File: src/rtl/uart_sched_pkg.sv
`default_nettype none
// uart_sched_pkg: scheduler state encoding, baud-selector width and the round-robin pick helper.
// Revision: 1.0
package uart_sched_pkg;

  localparam int SEL_W     = 2;
  localparam int MAX_REQ   = 8;
  localparam int MAX_IDX_W = 3;

  typedef enum logic [1:0] {
    IDLE      = 2'd0,
    LAUNCH    = 2'd1,
    WAIT_BUSY = 2'd2,
    WAIT_DONE = 2'd3
  } state_e;

  // One-hot grant of the first set request at or above ptr, wrapping at n (n need not be a power of two).
  function automatic logic [MAX_REQ-1:0] rr_pick(
    input logic [MAX_REQ-1:0]   req,
    input logic [MAX_IDX_W-1:0] ptr,
    input int unsigned          n
  );
    logic [MAX_REQ-1:0] gnt;
    logic               found;
    int unsigned        idx;
    gnt   = '0;
    found = 1'b0;
    for (int unsigned i = 0; i < MAX_REQ; i++) begin
      idx = 32'(ptr) + i;
      if (idx >= n) begin
        idx = idx - n;
      end
      if (!found && (i < n) && req[idx[MAX_IDX_W-1:0]]) begin
        gnt[idx[MAX_IDX_W-1:0]] = 1'b1;
        found                   = 1'b1;
      end
    end
    return gnt;
  endfunction

endpackage
`default_nettype wire

File: src/rtl/rr_arbiter.sv
`default_nettype none
// rr_arbiter: combinational round-robin pick over NUM_REQ requests with a registered priority pointer.
// Revision: 1.0
module rr_arbiter
  import uart_sched_pkg::*;
#(
  parameter  int NUM_REQ = 4,
  localparam int IDX_W   = $clog2(NUM_REQ)
) (
  input  logic               clk,
  input  logic               reset,
  input  logic [NUM_REQ-1:0] req,
  input  logic               advance,
  output logic [NUM_REQ-1:0] gnt,
  output logic [IDX_W-1:0]   gnt_idx
);

  logic [IDX_W-1:0]   ptr_q, ptr_d;
  logic [MAX_REQ-1:0] pick;
  logic               unused_pick;

  assign pick        = rr_pick(MAX_REQ'(req), MAX_IDX_W'(ptr_q), $unsigned(NUM_REQ));
  assign gnt         = pick[NUM_REQ-1:0];
  assign unused_pick = ^pick;

  always_comb begin
    gnt_idx = '0;
    for (int i = 0; i < NUM_REQ; i++) begin
      if (gnt[i]) begin
        gnt_idx = IDX_W'(i);
      end
    end
  end

  // Explicit compare so the wrap is correct when NUM_REQ is not a power of two.
  always_comb begin
    ptr_d = ptr_q;
    if (advance) begin
      ptr_d = (gnt_idx == IDX_W'(NUM_REQ - 1)) ? '0 : gnt_idx + IDX_W'(1);
    end
  end

  always_ff @(posedge clk or negedge reset) begin
    if (!reset) begin
      ptr_q <= '0;
    end else begin
      ptr_q <= ptr_d;
    end
  end

endmodule
`default_nettype wire

File: src/rtl/uart_tx_sched.sv
`default_nettype none
// uart_tx_sched: round-robin sharing of one UART transmitter among NUM_REQ byte producers.
// Revision: 1.0
module uart_tx_sched
  import uart_sched_pkg::*;
#(
  parameter  int NUM_REQ      = 4,
  parameter  int BUSY_TIMEOUT = 16,
  parameter  int CNT_W        = 16,
  localparam int IDX_W        = $clog2(NUM_REQ)
) (
  input  logic                 clk,
  input  logic                 reset,
  input  logic [NUM_REQ-1:0]   req_valid,
  input  logic [NUM_REQ*8-1:0] req_data,
  output logic [NUM_REQ-1:0]   req_ready,
  input  logic [SEL_W-1:0]     cfg_sel,
  output logic [SEL_W-1:0]     sel,
  output logic                 tx_start,
  output logic [7:0]           tx_data,
  input  logic                 tx_busy,
  output logic [IDX_W-1:0]     grant_id,
  output logic                 sched_busy,
  output logic                 err_timeout,
  output logic [CNT_W-1:0]     sent_cnt
);

  localparam int TO_W = $clog2(BUSY_TIMEOUT + 1);

  state_e             state_q, state_d;
  logic [7:0]         tx_data_q, tx_data_d;
  logic [IDX_W-1:0]   grant_id_q, grant_id_d;
  logic [SEL_W-1:0]   sel_q, sel_d;
  logic [TO_W-1:0]    to_q, to_d;
  logic [TO_W-1:0]    to_inc;
  logic               err_q, err_d;
  logic [CNT_W-1:0]   sent_q, sent_d;

  logic [NUM_REQ-1:0] gnt;
  logic [IDX_W-1:0]   gnt_idx;
  logic               transfer;

  rr_arbiter #(
    .NUM_REQ (NUM_REQ)
  ) u_rr_arbiter (
    .clk     (clk),
    .reset   (reset),
    .req     (req_valid),
    .advance (transfer),
    .gnt     (gnt),
    .gnt_idx (gnt_idx)
  );

  // Grants are only offered while idle with the transmitter free.
  assign req_ready   = (reset && (state_q == IDLE) && !tx_busy) ? gnt : '0;
  assign transfer    = |(req_ready & req_valid);
  assign tx_start    = (state_q == LAUNCH);
  assign sched_busy  = (state_q != IDLE);
  assign tx_data     = tx_data_q;
  assign grant_id    = grant_id_q;
  assign sel         = sel_q;
  assign err_timeout = err_q;
  assign sent_cnt    = sent_q;
  assign to_inc      = to_q + TO_W'(1);

  always_comb begin
    state_d    = state_q;
    tx_data_d  = tx_data_q;
    grant_id_d = grant_id_q;
    to_d       = to_q;
    err_d      = 1'b0;
    sent_d     = sent_q;
    sel_d      = sel_q;

    case (state_q)
      IDLE: begin
        if (transfer) begin
          tx_data_d  = req_data[{gnt_idx, 3'b000} +: 8];
          grant_id_d = gnt_idx;
          state_d    = LAUNCH;
        end
      end
      LAUNCH: begin
        to_d    = '0;
        state_d = WAIT_BUSY;
      end
      WAIT_BUSY: begin
        if (tx_busy) begin
          state_d = WAIT_DONE;
        end else begin
          to_d = to_inc;
          if (to_inc == TO_W'(BUSY_TIMEOUT)) begin
            err_d   = 1'b1;
            state_d = IDLE;
          end
        end
      end
      WAIT_DONE: begin
        if (!tx_busy) begin
          sent_d  = sent_q + CNT_W'(1);
          state_d = IDLE;
        end
      end
      default: state_d = IDLE;
    endcase

    // Track cfg_sel while idle and on the way back to idle, so a mid-frame change shows on the first idle cycle.
    if ((state_q == IDLE) || (state_d == IDLE)) begin
      sel_d = cfg_sel;
    end
  end

  always_ff @(posedge clk or negedge reset) begin
    if (!reset) begin
      state_q    <= IDLE;
      tx_data_q  <= '0;
      grant_id_q <= '0;
      sel_q      <= '0;
      to_q       <= '0;
      err_q      <= 1'b0;
      sent_q     <= '0;
    end else begin
      state_q    <= state_d;
      tx_data_q  <= tx_data_d;
      grant_id_q <= grant_id_d;
      sel_q      <= sel_d;
      to_q       <= to_d;
      err_q      <= err_d;
      sent_q     <= sent_d;
    end
  end

endmodule
`default_nettype wire

File: config.mk
export PLATFORM = sky130hd
export DESIGN_NAME = uart_tx_sched
export DESIGN_NICKNAME = d
export VERILOG_FILES = /design/src/rtl/uart_sched_pkg.sv /design/src/rtl/rr_arbiter.sv /design/src/rtl/uart_tx_sched.sv
export SDC_FILE = /design/constraint.sdc
export NUM_CORES = 1
export LEC_CHECK = 0
export ABC_AREA = 1
export BUFFER_PORTS_ARGS = -buffer_cell sky130_fd_sc_hd__buf_2
export CAP_MARGIN = 20
export CORE_ASPECT_RATIO = 1.4
export CORE_MARGIN = 2
export CORE_UTILIZATION = 45
export DETAILED_ROUTE_END_ITERATION = 12
export GPL_ROUTABILITY_DRIVEN = 0
export PLACE_DENSITY = 0.7
export SYNTH_ARGS = -nofsm -noshare
export SYNTH_HDL_FRONTEND = slang
export SYNTH_HIERARCHICAL = 1
export SYNTH_SLANG_ARGS = --single-unit
File: constraint.sdc
create_clock -name clk -period 4.8 [get_ports clk]
set_input_delay 0.96 -clock clk [delete_from_list [all_inputs] [get_ports clk]]
set_output_delay 0.96 -clock clk [all_outputs]
set_load 0.02 [all_outputs]
* Word-level counts from Yosys, hierarchy flattened
Index checks and enable logic that the tools add are counted.
** Word-level totals
- Output and inout bits :: 35
- Input bits :: 41
- Flip-flop bits (word level) :: 38
** Operators by class
- Bitwise logic cells :: 5
- Add/sub/neg operators :: 10
- Mux-type cells :: 42
- Order comparisons :: 12
- Reductions and logical operators :: 22
- Shift operators :: 1
- Equality and inequality tests :: 6
** Operator list (number)
- $ge A32 B3 Y1 const B :: 3
- $shiftx A32 B6 Y8 :: 1
- $mux W4 :: 5
- $add A16 B1 Y16 const B :: 1
- $lt A3 B4 Y1 const B :: 4
- $mux W1 :: 15
- $mux W2 :: 7
- $bmux W1 S3 :: 4
- $demux W1 S3 :: 4
- $ge A3 B1 Y1 const B :: 4
- $mux W3 :: 4
- $or A4 B4 Y4 :: 3
- $pmux W5 S2 :: 1
- $logic_and A1 B1 Y1 :: 9
- $sub A3 B3 Y3 const B :: 3
- $pmux W2 S4 :: 1
- $add A2 B2 Y3 const B :: 2
- $eq A2 B2 Y1 const B :: 3
- $reduce_and A2 Y1 :: 3
- $add A5 B1 Y5 const B :: 1
- $eq A5 B5 Y1 const B :: 1
- $mux W5 :: 1
- $and A4 B4 Y4 :: 1
- $logic_not A1 Y1 :: 4
- other kinds (11) :: 13

* Longest topological paths before layout
Gate-level depths: netlist of the first run.
- Depth in word-level cells :: 21
- Gate-level depth with buffers :: 20

* Cells and area by module
Netlist of the first run, hierarchy kept.
** Modules (own cells, without submodules)
- uart_tx_sched :: times used 1, sequential area each 900.9 um2, cells an instance 265, area each 2029.4 um2
- rr_arbiter :: times used 1, sequential area each 50.0 um2, cells an instance 88, area each 571.8 um2

* Worst setup path before layout of the first run
Ideal clock, no wire load.
- Path type :: input port to output port
- Start point :: in req_valid[3]
- End point :: out req_ready[2]
- Data arrival time :: 1956 ps
- Slack :: 1884 ps
- Stages :: 11
- Cell sequence :: nand2_1 nand2_1 nand2_1 nand2_2 nor2_4 nand2_1 nor2_2 nor2_2 inv_1 inv_1 nor2_1
** Between the ends
- Longest elaborated chain between the ends :: 13
- Elaborated cells on any way between the ends :: 25
- Those cells by class :: mux (16); bitwise (3); reduce/logical (6)
** RTL lines
- from (decl) :: RTL line uart_tx_sched.sv:14 : input logic [NUM_REQ-1:0] req_valid,
- $bmux W1 S3 :: RTL line uart_sched_pkg.sv:33 : if (!found && (i < n) && req[idx[MAX_IDX_W-1:0]]) begin
- $mux W1 (not written as such) :: RTL line uart_sched_pkg.sv:33
- $mux W1 :: RTL line uart_sched_pkg.sv:33
- $logic_not A1 Y1 :: RTL line uart_sched_pkg.sv:33
- $logic_and A1 B1 Y1 :: RTL line uart_sched_pkg.sv:33
- $mux W1 :: RTL line uart_sched_pkg.sv:33
- $logic_not A1 Y1 :: RTL line uart_sched_pkg.sv:33
- $logic_and A1 B1 Y1 :: RTL line uart_sched_pkg.sv:33
- $mux W1 :: RTL line uart_sched_pkg.sv:33
- $logic_not A1 Y1 :: RTL line uart_sched_pkg.sv:33
- $logic_and A1 B1 Y1 :: RTL line uart_sched_pkg.sv:33
- $mux W4 (*) :: RTL line uart_sched_pkg.sv:33
- net gnt[2] :: RTL line uart_tx_sched.sv:39 : logic [NUM_REQ-1:0] gnt;
- $mux W4 (*) :: RTL line uart_tx_sched.sv:55 : assign req_ready = (reset && (state_q == IDLE) && !tx_busy) ? gnt : '0;
- to (decl) :: RTL line uart_tx_sched.sv:16 : output logic [NUM_REQ-1:0] req_ready,
The timed path passes the listed nets; every way through them passes the cells marked *. The select of a mux whose other input is x is not followed.

* Worst setup path in the final report of the first run
- Start point :: reg u_rr_arbiter.ptr_q[1]
- End point :: out req_ready[1]
** Between the ends
- Longest elaborated chain between the ends :: 15
- Elaborated cells on any way between the ends :: 60
- Those cells by class :: add/sub (7); order compare (12); mux (28); bitwise (3); reduce/logical (10)
** RTL lines
- from (decl) :: RTL line rr_arbiter.sv:18 : logic [IDX_W-1:0] ptr_q, ptr_d;
- from (signal assigned) :: RTL line rr_arbiter.sv:47 : ptr_q <= ptr_d;
- branches (longest 13 deep; another with $ge A32 B3 Y1)
- $mux W4 (*) :: RTL line uart_sched_pkg.sv:33
- net gnt[1] :: RTL line uart_tx_sched.sv:39
- $mux W4 (*) :: RTL line uart_tx_sched.sv:55
Mark *: on every way through the listed nets, which the timed path passes. The select of a mux whose other input is x is not followed.

==> results.md, run 1 <==
* Slowest stage delay, CP at 0.55 ns
* Layout cells sized above 1 at 0.284
* Place WS at 1.59 ns
* Root buffer cell: clkbuf_8
* Slew headroom at 0.678
* Vias/cell at 4.98
* Synth async-reset ratio at 1.00
* Most used cell along the critical path: inv_1
* # IOs at 76
* First-pass detailed-route iteration total at 4
* Vias in the first global route at 2202
* ANT cells at 0
* H-tree Lvls at 2
* CP Buf/Inv Count at 6
* Post-synthesis average cell area at 7.37 sq um
* Fillers at 538
* Port bufs at 75
* Largest cells by area after synthesis: dfrtp_1 (37%), nand2_1 (14%), o21ai_0 (6.0%)
* Crit. End Element: output pin
* LEAKAGE at 1.75 nW
* Die Ht at 94.0 microns
* TNS Setup at 0 ns
* Post-DP HPWL at 4710 microns
* Via count at 2482
* Final #Nets at 480
* Hold-fix buffer count after cts at 0
* Global Route met3 Usage at 0.0252
* Hold Crit Class: reg -> reg
* Crit Path Category: reg -> out
* Die Span X at 68.3 microns
* GR Util met2 at 0.359
* Post-DR wirelength/cell at 12.1 microns
* Hold slack at 0.480 ns
* Unrepaired setup endpoints after global routing: no
* Status: completed
* Slowest cell on crit path: dfrtp_1
* EDFF count, synth at 0
* Crit-path cells: inv_1 > ha_1 > inv_1 > nand3_2 > inv_1 > nor2_1 > nand3_1 > nand2_1 > clkinv_1 > nand3_2 > inv_1 > nor2_1 > buf_2
* DRT Wirelength at 6010 microns
* Num CTS Buffers at 5
* Seq pwr share at 0.280
* CTS tree: built
* Area delta synth->final at 20.5%
* Setup WS post-layout at 1.36 ns
* Peak supply drop at 0.370 mV
* Crit-path max FO at 9
* Most frequent cells in the layout: nand2_1 (95), buf_2 (75), nor2_1 (40)
* Setup repair bufs after CTS at 0
* CTS Sinks at 38
* Largest net degree at the start of global routing at 40
* Setup Skew at 0.00403 ns
* Grt met1 use at 0.220
* ANT nets after route at 0
* Gr ovfl total at 0
* Buffer depth of the longest clock path at 2
* Total power at 1.88 mW
* Drt drc at 0
* Final period util at 0.716
* Placeable Area at 5570 sq um
* Synth Register Bits at 38
* Synth warn at 6
* Initial antenna violation count at 0
* Distinct cell type count of the synthesized netlist at 32
* Num rows at 32
* Leading area contributor after synthesis: dfrtp_1
* Nature of the critical path startpoint: flip-flop
* Final Hold Fails at 0
* Most frequently used flop master after synthesis: dfrtp_1
* Post-route cell area at 3140 sq um
* Most common cell after layout, fill and taps aside: nand2_1
* Critical Path RT at 3.84 ns
* Syn Inst Count at 353
* Proportion of power drawn by the clock network at 0.141
* Initial drt markers at 151
* Worst-Skew Late Latency at 0.29 ns
* Post-synthesis cell area at 2600 sq um
* FMAX at 0.291 GHz
* Logic pwr share at 0.579
* First-pass GRT wire length at 9560 microns
* Cell Int Power at 0.927 mW
* Pwr/cell area at 599 nW/um^2
* Syn Nets at 404
* Final Setup Violations at 0
* Placed cell area at 3030 sq um
* Final Critical Period at 3.44 ns
* Sw frac at 0.506
* Worst Max-Slew Pin Slew at 0.483 ns
* WP data arrival at 2.48 ns
* Die area at 6410 sq um
* Max_cap viols at 0
* Resized Gates After CTS at 0
* Clk slew on worst S/H paths at 0.07 ns
* Family with the most delay on the worst path: buffers and inverters
* Initial Util at 0.467
* Top cell type's share of synthesized area at 0.366
* Grt peak-use layer: met2
* GRT Util Overall at 0.194
* Sequential element share of the synthesized area at 0.366
* Switching power at 0.951 mW
* Max Transition Viols Final at 0
-- cell usage after synthesis, drive strengths merged (2+ instances only) --
library cell	number
buf	5
nor2	53
o22ai	9
clkbuf	2
dfrtp	38
xor2	6
nand3	28
ha	10
inv	40
nand2	106
o21ai	33
nor3	2
nand4	14
a21oi	3
-- through the flow --
stage | instances | util
after floorplan | 353 | -
after global placement | 490 | 0.544
after detailed placement | 490 | 0.544
after CTS | 498 | 0.563
after global routing | 498 | 0.563
final | 498 | 0.563
-- path summary, 6_finish.rpt --
check / cells after the start / to / slack (ns) / from
max in group asynchronous: 2 / tx_data[7] / 3.75 / reset
min in group asynchronous: 2 / sent_cnt[2] / 0.71 / reset
max reg2reg: 17 / tx_data[2] / 1.57 / u_rr_arbiter/ptr_q[1]
min: 2 / tx_data[7] / 0.48 / tx_data[7]
min reg2reg: 2 / tx_data[7] / 0.48 / tx_data[7]
max: 13 / req_ready[1] / 1.36 / u_rr_arbiter/ptr_q[1]
-- worst min-delay path: stages (launching register included) --
cell and delay, ns:
dfrtp_1 0.34, nand2_1 0.05, nand2_1 0.05
-- kinds of logic (layout without fill, tap and decap cells) --
group | count (synthesis) | after routing | synth area share
compound gates | 46 | 46 | 0.0952
xor+xnor | 7 | 7 | 0.0236
fa+ha+maj | 10 | 10 | 0.0481
buf+inv | 48 | 125 | 0.0755
flops | 38 | 38 | 0.366
simple gates | 204 | 204 | 0.392
-- layer usage --
metal,vias up,share of wire
li1,1286,-
met1,1136,0.41
met2,52,0.54
met3,8,0.031
met4,0,0.015
met5,-,0
-- area by class of cell --
cell class              instances  area (sq um)  share of cell area
multi-input cells             267          1450               0.464
flip-flops and latches         38           951               0.303
repair buffers                 76           383               0.122
inverters                      41           154              0.0491
well taps                      68          85.1              0.0271
clock buffers                   5          68.8              0.0219
clock inverters                 3          40.0              0.0128
-- state kept, by name (all words and copies together) (netlist names) --
signal and flops:
err_timeout 1, grant_id 2, sel 2, sent_cnt 16, state_q 2, to_q 5
tx_data 8, u_rr_arbiter/ptr_q 2
-- power groups by stage --
stage,Combinational (mW),Clock [mW],Sequential [mW]
floorplan,0.794,0,0.578
global placement,1.07,0,0.528
detailed placement,1.09,0,0.531
CTS,1.09,0.275,0.526
global route,1.23,0.285,0.541
finish,1.09,0.265,0.526
No activity file was read; power rests on OpenSTA's default activity.
==> run 2: changes to the inputs <==
--- a/config.mk
+++ b/config.mk
@@ -5,7 +5,7 @@
 export SDC_FILE = /design/constraint.sdc
 export NUM_CORES = 1
 export LEC_CHECK = 0
-export ABC_AREA = 1
+export ABC_AREA = 0
 export BUFFER_PORTS_ARGS = -buffer_cell sky130_fd_sc_hd__buf_2
 export CAP_MARGIN = 20
 export CORE_ASPECT_RATIO = 1.4
@@ -13,7 +13,7 @@
 export CORE_UTILIZATION = 45
 export DETAILED_ROUTE_END_ITERATION = 12
 export GPL_ROUTABILITY_DRIVEN = 0
-export PLACE_DENSITY = 0.7
+export PLACE_DENSITY = 0.73
 export SYNTH_ARGS = -nofsm -noshare
 export SYNTH_HDL_FRONTEND = slang
 export SYNTH_HIERARCHICAL = 1
==> constraint.sdc (replaced) <==
create_clock -name clk -period 3.1 [get_ports clk]
set_input_delay 0.62 -clock clk [delete_from_list [all_inputs] [get_ports clk]]
set_output_delay 0.62 -clock clk [all_outputs]
set_load 0.02 [all_outputs]
==> run 2 against run 1 <==
Net effect:
- the run now ends with negative setup slack left
- setup slack got worse by 1.4 ns
- core utilization rose by 4.3 points
- count of clock-buffer cells in the layout is the same
- clock power up 52%
- register-to-register slack lost 1.5 ns
- sequential share of layout area shrank 0.13 points
- largest power group unchanged
- critical path depth is 4 lower
- synthesized cell count shrank 41%
- final cell count fell by 26%
- die area shrank 6.2%
- worst hold slack lost 0.071 ns
==> results.md, run 2 <==
* Vias/cell at 5.27
* Hold-fix buffer count after cts at 0
* ANT cells at 0
* Final Hold Fails at 0
* Peak supply drop at 0.700 mV
* Layout cells sized above 1 at 0.522
* Via count at 1933
* GRT Util Overall at 0.191
* Vias in the first global route at 1868
* Hold Crit Class: in -> async
* Post-synthesis cell area at 2430 sq um
* LEAKAGE at 1.53 nW
* Final non-filler cell total at 367
* Post-synthesis mux area share at 0.189
* Most numerous cell in the Yosys netlist: dfrtp_1
* FMAX at 0.321 GHz
* Slew headroom at 0.692
* Largest net degree at the start of global routing at 39
* CTS tree: built
* Area of the multi-input gates at 1450 sq um
* Distinct cell type count of the synthesized netlist at 52
* Initial antenna violation count at 0
* Final period util at 1.01
* R2R setup slack at 0.03 ns
* # IOs at 76
* Most frequent cells after synthesis: dfrtp_1 (38), nand2_1 (15), nand3_1 (11)
* Sequential element share of the synthesized area at 0.391
* TNS Setup at -0.0185 ns
* Gr ovfl total at 0
* Final #Nets at 351
* Final Setup Violations at 1
* Reg-to-Reg Start: u_rr_arbiter/ptr_q[0]
* Fillers at 446
* Die Ht at 91.0 microns
* Cells after DPL at 353
* Fraction of the mapped netlist area in compound gates at 0.0952
* Initial Util at 0.468
* Most frequent cells in the layout: buf_2 (72), dfrtp_1 (37), nand2_1 (15)
* Crit-path max FO at 6
* Worst-Skew Late Latency at 0.28 ns
* Crit Path Category: reg -> out
* Post-synthesis average cell area at 11.7 sq um
* DRT Wirelength at 5610 microns
* WP data arrival at 2.50 ns
* Xor/xnor share of the synthesized area at 0.0612
* First-pass GRT wire length at 8840 microns
* CP Buf/Inv Count at 3
* Worst-case reg-to-reg path depth at 10
* RR Endpoint: tx_data[7]
* Status: finished with violations
* Worst Max-Slew Pin Slew at 0.458 ns
* Unrepaired setup endpoints after global routing: yes
* Synth Register Bits at 38
* ANT nets after route at 0
* Initial drt markers at 64
* Clk slew on worst S/H paths at 0.07 ns
* Seq. cell area at 952 sq um
* Total power at 3.18 mW
* Syn Nets at 259
* Pwr/cell area at 1010 nW/um^2
* Largest cells by area after synthesis: dfrtp_1 (39%), mux4_2 (8.3%), ha_1 (5.1%)
* Num CTS Buffers at 5
* Place WS at -0.0650 ns
* First-pass detailed-route iteration total at 4
* Synth warn at 6
* CTS Sinks at 38
* Synth async-reset ratio at 1.00
* Num rows at 31
* Most frequently used flop master after synthesis: dfrtp_1
* Die Span X at 66.1 microns
* Most common cell after layout, fill and taps aside: buf_2
* Crit. End Element: output pin
* Max_cap viols at 0
* Critical Path RT at 2.48 ns
* Simple-gate share of the synthesized area at 0.173
* Setup Skew at 0.00797 ns
* Placeable Area at 5200 sq um
* Leading area contributor after synthesis: dfrtp_1
* Buffer depth of the longest clock path at 2
* Die area at 6020 sq um
* Top cell type's share of synthesized area at 0.391
* EDFF count, synth at 0
* Largest register FFs at 16
* Root buffer cell: clkbuf_8
* Slowest cell on crit path: mux4_2
* Synth Area in Adders at 0.0514
* Nature of the critical path startpoint: flip-flop
* Port bufs at 75
* Largest family of logic cells by synthesized area: multiplexers
* Post-DR wirelength/cell at 15.3 microns
* Syn Inst Count at 208
* Most used cell along the critical path: buf_6
* Crit-path cells: inv_6 > ha_4 > mux4_2 > and4b_2 > a21oi_4 > nand3_2 > buf_6 > and2_4 > buf_6
* Max Transition Viols Final at 0
* Post-DP HPWL at 4250 microns
* Failing checks: negative setup slack
* Drt drc at 0
* H-tree Lvls at 2
* Final core utilization at 0.607
* Area delta synth->final at 29.6%
* Final Critical Period at 3.12 ns
* Family with the most delay on the worst path: multiplexers
* Setup WS post-layout at -0.0185 ns
* Slowest stage delay, CP at 0.59 ns
==> run 2: cell count changes in the layout (fill, tap and decap cells not counted), moves of 9 or more <==
cell	change
buf_4	+13
inv_1	-33
mux2_2	+9
mux4_2	+10
nand2_1	-80
nand3_1	-11
nor2_1	-31
o21ai_0	-26
==> run 2: worst register-to-register path, cell delays in order (launching register included) <==
cell and delay [ns]:
dfrtp_1 0.42, buf_4 0.22, ha_2 0.24, a21boi_0 0.09
a22o_1 0.26, and4_1 0.21, a311oi_2 0.33, and2_4 0.22
nand2b_4 0.18, mux4_2 0.52, mux2_4 0.27
==> run 2: worst max path at each step <==
stage	start	endpoint	slack [ns]	depth (start not counted)
global placement	req_valid[3]	tx_data[7]	-0.04	9
floorplan	u_rr_arbiter/ptr_q[0]	tx_data[0]	-0.03	12
global route	u_rr_arbiter/ptr_q[0]	req_ready[3]	-0.10	9
finish	u_rr_arbiter/ptr_q[0]	req_ready[1]	-0.02	9
CTS	u_rr_arbiter/ptr_q[0]	req_ready[1]	-0.03	9
detailed placement	req_valid[3]	tx_data[7]	-0.07	9
==> run 2: kinds of logic after synthesis <==
logic type	after synthesis
AOI/OAI and AO/OA	31
xor gates and xnor gates	17
adders and majority gates	10
buffers and inverters	14
DFF	38
muxes	28
and+or+nand+nor	70
==> run 2: repair_timing <==
item                                    CTS  global route
pin swaps                                 8             4
endpoints found under the hold margin     0             0
gates resized for setup                  14             5
cloned                                    1             0
endpoints found under the setup margin   11            16
setup buffers                             4             1
==> run 2: stage by stage <==
step | cell area, sq um | hold slack [ns]
finish | 3150 | 0.409
global route | 3150 | 0.447
CTS | 3120 | 0.427
detailed placement | 2930 | 0.481
global placement | 2930 | 0.458
floorplan | 2460 | 0.324
==> run 2: area by class of cell <==
| cell class | count | area share |
|---|---|---|
| Multi-Input combinational cell | 157 | 0.459 |
| Inverter | 7 | 0.00992 |
| Clock inverter | 3 | 0.0127 |
| Tap cell | 66 | 0.0262 |
| Sequential cell | 38 | 0.302 |
| Timing Repair Buffer | 91 | 0.168 |
| Clock buffer | 5 | 0.0218 |
==> run 2: per-layer routing <==
layer  wire, microns  vias to the layer above  GRT usage
li1                -                      948          -
met1            2200                      930      0.222
met2            3090                       47      0.331
met3             206                        8     0.0421
met4             108                        0     0.0782
met5               0                        -          0
==> run 2: power by group <==
group	internal [mW]	switching [mW]	total, mW
combinational	1.01	0.968	1.98
clock	0.237	0.167	0.404
sequential	0.640	0.159	0.800
